<file path="src/rtl/eth_tx_pkg.sv">
// eth_tx_pkg: shared state type, slot size and keep-mask helper for the TX slot reader
package eth_tx_pkg;
  typedef enum logic [1:0] {IDLE, READ, DRAIN} tx_rd_state_e;
  localparam int eth_tx_slot_bytes_gp = 2048;
  function automatic logic [7:0] keep_mask(input int r, input int b);
    return (r == 0) ? 8'((1 << b) - 1) : 8'((1 << r) - 1);
  endfunction
endpackage

</file>
<file path="src/rtl/tx_slot_reader_out_fifo.sv">
// tx_slot_reader_out_fifo: 2-entry output FIFO holding {data, keep, last} beats
// Ports: push_v_i/push_data_i write a beat, pop_i removes the head (only when count_o != 0),
// head_o is the oldest beat, count_o is the occupancy used for read credits.
module tx_slot_reader_out_fifo #(
  parameter int width_p = 73
) (
  input  logic               clk_i,
  input  logic               reset_n_i,
  input  logic               push_v_i,
  input  logic [width_p-1:0] push_data_i,
  input  logic               pop_i,
  output logic [width_p-1:0] head_o,
  output logic [1:0]         count_o
);
  logic [width_p-1:0] mem_q [2];
  logic wr_q, rd_q;
  logic [1:0] count_q;
  always_ff @(posedge clk_i) begin
    if (!reset_n_i) begin
      wr_q <= 1'b0;
      rd_q <= 1'b0;
      count_q <= 2'd0;
    end else begin
      if (push_v_i) begin
        mem_q[wr_q] <= push_data_i;
        wr_q <= ~wr_q;
      end
      if (pop_i) rd_q <= ~rd_q;
      count_q <= count_q + 2'(push_v_i) - 2'(pop_i);
    end
  end
  assign head_o = mem_q[rd_q];
  assign count_o = count_q;
endmodule

</file>
<file path="src/rtl/tx_slot_reader.sv">
// tx_slot_reader: streams a filled TX slot from buffer memory to the MAC and dequeues it
// Ports: read_slot_v_i/read_size_i present the head slot, read_slot_ready_and_o dequeues it;
// read_v_o/read_addr_o issue word reads answered on read_data_i one cycle later;
// tx_v_o/tx_ready_and_i handshake tx_data_o/tx_keep_o/tx_last_o to the MAC.
// Define TX_SLOT_READER_STATS_EN to add frames_o/bytes_o counters of dequeued nonzero frames.
module tx_slot_reader
  import eth_tx_pkg::*;
#(
  parameter int data_width_p = 64,
  parameter int els_p        = eth_tx_slot_bytes_gp,
  parameter int size_width_p = 16
) (
  input  logic                        clk_i,
  input  logic                        reset_n_i,
  input  logic                        read_slot_v_i,
  output logic                        read_slot_ready_and_o,
  input  logic [size_width_p-1:0]     read_size_i,
  output logic                        read_v_o,
  output logic [$clog2(els_p)-1:0]    read_addr_o,
  input  logic [data_width_p-1:0]     read_data_i,
  output logic                        tx_v_o,
  input  logic                        tx_ready_and_i,
  output logic [data_width_p-1:0]     tx_data_o,
  output logic [data_width_p/8-1:0]   tx_keep_o,
  output logic                        tx_last_o
`ifdef TX_SLOT_READER_STATS_EN
  ,
  output logic [31:0]                 frames_o,
  output logic [31:0]                 bytes_o
`endif
);
  localparam int bytes_lp = data_width_p / 8;
  localparam int addr_w_lp = $clog2(els_p);
  localparam int sz_w_lp = addr_w_lp + 1;
  localparam int ent_w_lp = data_width_p + bytes_lp + 1;
  tx_rd_state_e state_q, state_d;
  logic [addr_w_lp-1:0] addr_q, addr_d, last_addr_q, last_addr_d;
  logic [sz_w_lp-1:0] size_q, size_d, clamp;
  logic deq_q, deq_d, inflight_q, inflight_last_q, inflight_last_d;
  logic [1:0] count;
  logic [ent_w_lp-1:0] head, cap, out;
  logic issue, accept, push, pop;
  logic [bytes_lp-1:0] last_keep;
  assign clamp = (32'(read_size_i) > els_p) ? sz_w_lp'(els_p) : sz_w_lp'(read_size_i);
  assign last_keep = bytes_lp'(keep_mask(int'(size_q) % bytes_lp, bytes_lp));
  // Credits: at most two words are either buffered or still coming back from memory.
  assign issue = (state_q == READ) && ({1'b0, count} + {2'b0, inflight_q} < 3'd2);
  assign cap = {read_data_i, inflight_last_q ? last_keep : {bytes_lp{1'b1}}, inflight_last_q};
  // An empty FIFO passes returning read data straight through; it is captured only if not taken.
  assign out = (count != 2'd0) ? head : cap;
  assign tx_v_o = (count != 2'd0) | inflight_q;
  assign {tx_data_o, tx_keep_o, tx_last_o} = tx_v_o ? out : '0;
  assign accept = tx_v_o & tx_ready_and_i;
  assign pop = (count != 2'd0) & tx_ready_and_i;
  assign push = inflight_q & ~((count == 2'd0) & tx_ready_and_i);
  assign read_v_o = issue;
  assign read_addr_o = addr_q;
  assign read_slot_ready_and_o = deq_q & read_slot_v_i;
  assign inflight_last_d = issue && (addr_q == last_addr_q);
  tx_slot_reader_out_fifo #(.width_p(ent_w_lp)) out_fifo (
    .clk_i(clk_i),
    .reset_n_i(reset_n_i),
    .push_v_i(push),
    .push_data_i(cap),
    .pop_i(pop),
    .head_o(head),
    .count_o(count)
  );
  // The dequeue pulse is registered, so IDLE skips the slot while deq_q is still high.
  always_comb begin
    state_d = state_q;
    addr_d = addr_q;
    last_addr_d = last_addr_q;
    size_d = size_q;
    deq_d = 1'b0;
    if (state_q == IDLE && !deq_q && read_slot_v_i) begin
      size_d = clamp;
      addr_d = '0;
      last_addr_d = addr_w_lp'(clamp - sz_w_lp'(1)) & ~addr_w_lp'(bytes_lp - 1);
      deq_d = clamp == '0;
      state_d = (clamp == '0) ? IDLE : READ;
    end
    if (issue) begin
      addr_d = (addr_q == last_addr_q) ? addr_q : addr_q + addr_w_lp'(bytes_lp);
      state_d = (addr_q == last_addr_q) ? DRAIN : READ;
    end
    if (state_q == DRAIN && accept && tx_last_o) begin
      deq_d = 1'b1;
      state_d = IDLE;
    end
  end
  always_ff @(posedge clk_i) begin
    if (!reset_n_i) begin
      state_q <= IDLE;
      addr_q <= '0;
      last_addr_q <= '0;
      size_q <= '0;
      deq_q <= 1'b0;
      inflight_q <= 1'b0;
      inflight_last_q <= 1'b0;
    end else begin
      state_q <= state_d;
      addr_q <= addr_d;
      last_addr_q <= last_addr_d;
      size_q <= size_d;
      deq_q <= deq_d;
      inflight_q <= issue;
      inflight_last_q <= inflight_last_d;
    end
  end
`ifdef TX_SLOT_READER_STATS_EN
  logic [31:0] frames_q, bytes_q;
  always_ff @(posedge clk_i) begin
    if (!reset_n_i) begin
      frames_q <= '0;
      bytes_q <= '0;
    end else if (read_slot_ready_and_o && size_q != '0) begin
      frames_q <= frames_q + 32'd1;
      bytes_q <= bytes_q + 32'(size_q);
    end
  end
  assign frames_o = frames_q;
  assign bytes_o = bytes_q;
`endif
endmodule

</file>
<file path="config.mk">
export PLATFORM = sky130hd
export DESIGN_NAME = tx_slot_reader
export DESIGN_NICKNAME = d
export VERILOG_FILES = /design/src/rtl/eth_tx_pkg.sv /design/src/rtl/tx_slot_reader_out_fifo.sv /design/src/rtl/tx_slot_reader.sv
export SDC_FILE = /design/constraint.sdc
export NUM_CORES = 1
export LEC_CHECK = 0
export ABC_AREA = 1
export BUFFER_PORTS_ARGS = -buffer_cell sky130_fd_sc_hd__buf_2
export CORE_ASPECT_RATIO = 1.2
export CORE_UTILIZATION = 58
export CTS_CLUSTER_SIZE = 8
export DETAILED_ROUTE_END_ITERATION = 6
export PLACE_DENSITY = 0.89
export SKIP_CTS_REPAIR_TIMING = 1
export SYNTH_ARGS = -nofsm -noshare
export SYNTH_HDL_FRONTEND = slang
export SYNTH_SLANG_ARGS = --single-unit
</file>
<file path="constraint.sdc">
create_clock -name clk_i -period 12.4 [get_ports clk_i]
set_input_delay 0.62 -clock clk_i [delete_from_list [all_inputs] [get_ports clk_i]]
set_output_delay 0.62 -clock clk_i [all_outputs]
set_load 0.01 [all_outputs]
</file>
==> impl_metrics.env, run 1 <==
export IMPL_clkTransAtPathRegs_ns=0.06
export IMPL_swShare=0.342
export IMPL_switchingPower_uw=625
export IMPL_grt_pass1_vias=5667
export IMPL_slew_headroom=0.267
export IMPL_die_w_microns=107
export IMPL_instances_no_fill=1080
export IMPL_status="finished, final reports clean"
export IMPL_num_antenna_cells=0
export IMPL_slowest_delay_ns=0.95
export IMPL_worstMarginPinSlew_ns=1.10
export IMPL_yosys_warnings=0
export IMPL_power_leakage_nw=3.77
export IMPL_r2r_slack_ns=9.39
export IMPL_finish_utilization=0.721
export IMPL_die_h_microns=128
export IMPL_whs_ns=0.403
export IMPL_rsz0062_at_grt="no"
export IMPL_synth_edff_count=144
export IMPL_place_area_sq_um=8580
export IMPL_dp_slack_ns=9.00
export IMPL_p_comb_frac=0.328
export IMPL_worstPathRequired_ns=11.78
export IMPL_drtIter0Drc=652
export IMPL_insertion_delay_ns=0.42
export IMPL_crit_buf_inv=2
export IMPL_fillers=905
export IMPL_drive_gt1_frac=0.236
export IMPL_wirelength_mm=17.1
export IMPL_viasPerCell=5.72
export IMPL_synth_top_area_share=0.564
export IMPL_power_density_nw_per_um2=198
export IMPL_cts_buffer_depth=2
export IMPL_path_cells="nor2_4 -> nand2_1 -> o211ai_1 -> inv_1 -> buf_2"
export IMPL_power_internal_mw=1.20
export IMPL_cap_violations=0
export IMPL_critPathTopFamily="simple AND/OR/NAND/NOR gates"
export IMPL_worstSetupStartpointType="flip-flop"
export IMPL_grt_overflow=0
export IMPL_syn_cell_area_sq_um=7660
export IMPL_slowest_stage="nand2_1"
export IMPL_fin_crit_ns=3.83
export IMPL_grt_max_degree=73
export IMPL_route_detailed_drc=0
export IMPL_ys_async_sr_fraction=0
export IMPL_via_count=6182
export IMPL_grt_usage=0.259
export IMPL_synth_area_leaders="edfxtp_1 56%, dfxtp_1 7.6%, o21ai_0 6.5%, nand3_1 5.7%, nand2_1 5.4%"
export IMPL_cp_max_fo=48
export IMPL_ys_ff_latch=173
export IMPL_min_path_type="input pin to flip-flop"
export IMPL_drt_pass1_iter_count=5
export IMPL_grt_first_pass_wirelength_mm=27.3
export IMPL_die_area_sq_um=13700
export IMPL_antenna_left=0
export IMPL_seq_area_frac_synth=0.640
export IMPL_pin_count=171
export IMPL_cts_tree="yes"
export IMPL_setup_viol_count_final=0
export IMPL_cp_arrival_ns=3.21
export IMPL_initial_core_util=0.600
export IMPL_nNetsFinal=990
export IMPL_clkSinkCount=173
export IMPL_endpoint_kind="output port"
export IMPL_power_frac_clock=0.308
export IMPL_cts_htree_levels=4
export IMPL_design_area_sq_um=9210
export IMPL_fmax_ghz=0.261
export IMPL_dp_cells=1048
export IMPL_synth_ff_type="edfxtp_1"
export IMPL_seqPwrFrac=0.363
export IMPL_core_area_sq_um=12800
export IMPL_cts_root_buffer="clkbuf_16"
export IMPL_tns_ns=0
export IMPL_area_growth_syn_to_layout_pct=20.2
export IMPL_cts_buffers=17
export IMPL_skew_ns=0.0133
export IMPL_syn_inst=755
export IMPL_worst_setup_path_type="flip-flop to output port"
export IMPL_yosysUniqueCellTypes=37
export IMPL_synth_area_leader_cell="edfxtp_1"
export IMPL_gp_congestion=0.857
export IMPL_portBuffers=167
export IMPL_period_share=0.309
export IMPL_setup_ws_ns=8.57
export IMPL_ir_drop_mv=0.121
export IMPL_hold_viol_final=0
export IMPL_routedWlPerCell_microns=15.9
export IMPL_grt_antenna_before_repair=0
export IMPL_rows=45
export IMPL_dpl_hpwl_mm=10.8
export IMPL_finalPower_mw=1.82
export IMPL_drv_slew=0
export IMPL_avgSynthCellArea_sq_um=10.2
-- routing by layer --
metal	wire length (microns)	global-route usage
met5	0	0
met4	622	0.122
met3	970	0.0524
met2	8710	0.440
met1	6840	0.319
-- synthesized netlist by cell type (2+ instances only) --
cell,count
a211oi_1,2
a21oi_1,22
and3_1,2
buf_1,6
buf_2,5
buf_4,4
clkbuf_1,30
dfxtp_1,29
edfxtp_1,144
ha_1,3
inv_1,66
inv_2,2
nand2_1,110
nand2_2,2
nand3_1,87
nand4_1,6
nor2_1,79
nor3_1,5
o211ai_1,27
o21ai_0,100
o22ai_1,3
xnor2_1,4
xor2_1,3
-- cell usage in the layout, fill, tap and decap left out, types with 3 or more instances in the layout --
master and instances:
ha_1 3, xor2_1 3, clkbuf_1 4, a21oi_1 22, buf_4 6, o22ai_1 3, o211ai_1 27, inv_1 66
buf_2 167, edfxtp_1 144, clkbuf_16 17, conb_1 3, inv_2 3, o21ai_0 100, nand4_1 6, nor3_1 4
bufinv_16 5, xnor2_1 4, nand2_1 110, dfxtp_1 28, nand3_1 87, nor2_1 77
-- logic make-up (layout without fill, tap and decap cells) --
logic type	after synthesis	in the layout	synth area share
other	1	3	0.000489
buffers and inverters	115	274	0.0601
xor gates and xnor gates	7	7	0.00800
DFF	173	173	0.640
adders and majority gates	3	3	0.00490
AOI/OAI and AO/OA	162	162	0.122
and+or+nand+nor	294	294	0.164
-- final cells by class --
cell class,instances,area (sq um),share of cell area
Clock inverter,11,191,0.0208
Tap cell,164,205,0.0223
Clock buffer,21,440,0.0478
Sequential cell,173,4910,0.533
Multi-Input combinational cell,469,2330,0.253
Inverter,69,259,0.0281
Timing Repair Buffer,173,881,0.0956
-- power by group through the flow --
stage                     registers (mW)  clock network [mW]  logic [mW]
after floorplan                    0.672                   0       0.376
after global placement             0.673                   0       0.584
after detailed placement           0.675                   0       0.595
after CTS                          0.663               0.567       0.600
after global routing               0.665               0.590       0.663
final                              0.663               0.562       0.599
-- final timing paths --
kind,startpoint,endpoint,cells after the start
hold / removal,read_data_i[30],out_fifo.mem_q[1][39],1
hold reg to reg,out_fifo.rd_q,flip-flop,1
setup reg to reg,out_fifo.count_o[0],state_q[1],8
setup / recovery,out_fifo.count_o[0],tx_data_o[50],5
-- registers in the layout, summed over array words and instances (netlist names), 2 cells and up, named ones only --
signal            flops
state_q               2
size_q                3
last_addr_q           8
read_addr_o           8
out_fifo.mem_q      144
out_fifo.count_o      2
Note: power is estimated with default switching activity, not from simulation.
==> run 2: changes to the inputs <==
--- a/config.mk
+++ b/config.mk
@@ -5,13 +5,13 @@
 export SDC_FILE = /design/constraint.sdc
 export NUM_CORES = 1
 export LEC_CHECK = 0
-export ABC_AREA = 1
+export ABC_AREA = 0
 export BUFFER_PORTS_ARGS = -buffer_cell sky130_fd_sc_hd__buf_2
 export CORE_ASPECT_RATIO = 1.2
-export CORE_UTILIZATION = 58
+export CORE_UTILIZATION = 49
 export CTS_CLUSTER_SIZE = 8
 export DETAILED_ROUTE_END_ITERATION = 6
-export PLACE_DENSITY = 0.89
+export PLACE_DENSITY = 0.8
 export SKIP_CTS_REPAIR_TIMING = 1
 export SYNTH_ARGS = -nofsm -noshare
 export SYNTH_HDL_FRONTEND = slang
==> constraint.sdc (replaced) <==
create_clock -name clk_i -period 3.5 [get_ports clk_i]
set_input_delay 0.175 -clock clk_i [delete_from_list [all_inputs] [get_ports clk_i]]
set_output_delay 0.175 -clock clk_i [all_outputs]
set_load 0.01 [all_outputs]
==> impl_metrics.env, run 2 <==
export IMPL_status="finished, final reports clean"
export IMPL_drive_gt1_frac=0.271
export IMPL_finalPower_mw=5.99
export IMPL_final_cell_mix="167 x buf_2, 144 x edfxtp_1, 77 x nand3_1, 77 x mux2i_1, 77 x o21ai_0"
export IMPL_synthAdderAreaFrac=0.00489
export IMPL_gp_congestion=0.801
export IMPL_grt_overflow=0
export IMPL_cts_root_buffer="clkbuf_16"
export IMPL_antenna_left=0
export IMPL_whs_ns=0.0495
export IMPL_skew_ns=0.0110
export IMPL_syn_inst=587
export IMPL_r2r_slack_ns=1.15
export IMPL_rows=49
export IMPL_cts_buffers=17
export IMPL_crit_start="out_fifo.count_o[0]"
export IMPL_reg2reg_depth=3
export IMPL_core_area_sq_um=15100
export IMPL_slew_headroom=0.210
export IMPL_worst_setup_path_type="flip-flop to output port"
export IMPL_yosys_warnings=0
export IMPL_ys_ff_latch=173
export IMPL_synth_edff_count=144
export IMPL_hold_viol_final=0
export IMPL_die_area_sq_um=16200
export IMPL_synth_top_family_by_area="simple AND/OR/NAND/NOR gates"
export IMPL_tns_ns=0
export IMPL_worstPathRequired_ns=3.32
export IMPL_cts_tree="yes"
export IMPL_place_area_sq_um=8620
export IMPL_reg2reg_from="out_fifo.count_o[1]"
export IMPL_cp_max_fo=138
export IMPL_syn_cell_area_sq_um=7680
export IMPL_drtIter0Drc=515
export IMPL_route_detailed_drc=0
export IMPL_yosys_top_cells_count="144 x edfxtp_1, 77 x mux2i_1, 77 x nand3_1, 77 x o21ai_0, 29 x dfxtp_1"
export IMPL_grt_max_degree=139
export IMPL_grt_usage=0.207
export IMPL_ys_async_sr_fraction=0
export IMPL_cts_htree_levels=4
export IMPL_via_count=5717
export IMPL_rsz0062_at_grt="no"
export IMPL_muxShareOfSynthArea=0.100
export IMPL_pin_count=171
export IMPL_die_w_microns=116
export IMPL_synth_simple_area_share=0.113
export IMPL_power_density_nw_per_um2=606
export IMPL_grt_first_pass_wirelength_mm=25.6
export IMPL_drv_slew=0
export IMPL_top_register="out_fifo.mem_q"
export IMPL_area_growth_syn_to_layout_pct=28.8
export IMPL_grt_pass1_vias=5241
export IMPL_slowest_delay_ns=0.90
export IMPL_synth_compound_area_frac=0.0882
export IMPL_yosys_cell_count_top_type="edfxtp_1"
export IMPL_grt_antenna_before_repair=0
export IMPL_die_h_microns=139
export IMPL_dpl_hpwl_mm=10.6
export IMPL_synth_xor_area_frac=0.0194
export IMPL_path_cells="nor2_4 -> buf_4 -> nand3_1 -> o21ai_0 -> buf_2"
export IMPL_power_leakage_nw=3.62
export IMPL_setup_viol_count_final=0
export IMPL_fmax_ghz=0.365
export IMPL_synth_top_area_share=0.563
export IMPL_final_common_cell="buf_2"
export IMPL_endpoint_kind="output port"
export IMPL_avgSynthCellArea_sq_um=13.1
export IMPL_slowest_stage="buf_4"
export IMPL_nNetsFinal=891
export IMPL_endpoint="tx_data_o[6]"
export IMPL_period_share=0.782
export IMPL_num_antenna_cells=0
export IMPL_insertion_delay_ns=0.42
export IMPL_synth_area_leaders="edfxtp_1 56%, mux2i_1 10%, dfxtp_1 7.6%, nand3_1 5.0%, o21ai_0 5.0%"
export IMPL_routedWlPerCell_microns=17.7
export IMPL_dp_cells=925
export IMPL_clkSinkCount=173
export IMPL_drt_pass1_iter_count=5
export IMPL_wirelength_mm=18.0
export IMPL_viasPerCell=5.60
export IMPL_cp_arrival_ns=2.56
export IMPL_cts_buffer_depth=2
export IMPL_synth_area_leader_cell="edfxtp_1"
export IMPL_worstMarginPinSlew_ns=1.19
export IMPL_seq_area_frac_synth=0.639
export IMPL_cap_violations=0
export IMPL_clkTransAtPathRegs_ns=0.07
export IMPL_synth_ff_type="edfxtp_1"
export IMPL_fin_crit_ns=2.74
export IMPL_instances_no_fill=1021
export IMPL_ir_drop_mv=0.431
export IMPL_largest_reg_flops=144
export IMPL_initial_core_util=0.507
export IMPL_yosysUniqueCellTypes=58
export IMPL_design_area_sq_um=9880
export IMPL_portBuffers=167
export IMPL_r2r_end="out_fifo.mem_q[1][69]"
export IMPL_worstSetupStartpointType="flip-flop"
export IMPL_min_path_type="input pin to flip-flop"
## run 2: report_power, final
part	switching (mW)	internal (mW)	leakage [nW]
combinational	0.967	0.648	1.83
sequential	0.125	2.30	1.49
clock	0.856	1.09	0.295
total	1.95	4.04	3.62
## run 2: layout make-up
| type | count | area [sq um] |
|---|---|---|
| clock buffer | 17 | 425 |
| timing repair buffer | 238 | 1540 |
| sequential | 173 | 4910 |
| tap | 204 | 255 |
| inverter | 6 | 22.5 |
| clock inverter | 15 | 198 |
| multi-input combinational | 368 | 2530 |
| fill | 1102 | 5260 |
## run 2: worst max-delay path: cells and delay by family (launching register included)
kind,cells,cell delay (ns)
AOI/OAI and AO/OA,1,0.19
buffers and inverters,2,1.10
DFF,1,0.36
and+or+nand+nor,2,0.42
## run 2: worst min-delay path by stage
stage,from,to,slack [ns],cells past startpoint
global route,read_size_i[7],last_addr_q[7],0.05,3
finish,read_size_i[5],last_addr_q[5],0.05,3
CTS,read_data_i[4],out_fifo.mem_q[0][13],-0.06,1
global placement,read_data_i[4],out_fifo.mem_q[0][13],0.38,1
detailed placement,read_data_i[4],out_fifo.mem_q[1][13],0.38,1
floorplan,read_data_i[1],out_fifo.mem_q[0][10],0.27,0
## run 2: metal layers
metal	part of all wire	track usage	vias to the layer above	routed length, microns
met5	0	0	-	0
met4	0.018	0.0783	0	316
met3	0.056	0.0498	25	1010
met2	0.52	0.355	237	9330
met1	0.41	0.250	2767	7390
li1	-	-	2688	-
## run 2: cell families after synthesis
group | count (synthesis)
fa+ha+maj | 3
mux | 77
xor+xnor | 17
simple gates | 155
flops | 173
compound gates | 113
other cells | 1
buf+inv | 48
## run 2: metrics by stage
step | setup WS (ns) | util
global route | 0.558 | 0.653
CTS | 0.797 | 0.610
floorplan | 0.235 | -
finish | 0.764 | 0.653
global placement | 1.25 | 0.569
detailed placement | 1.18 | 0.569
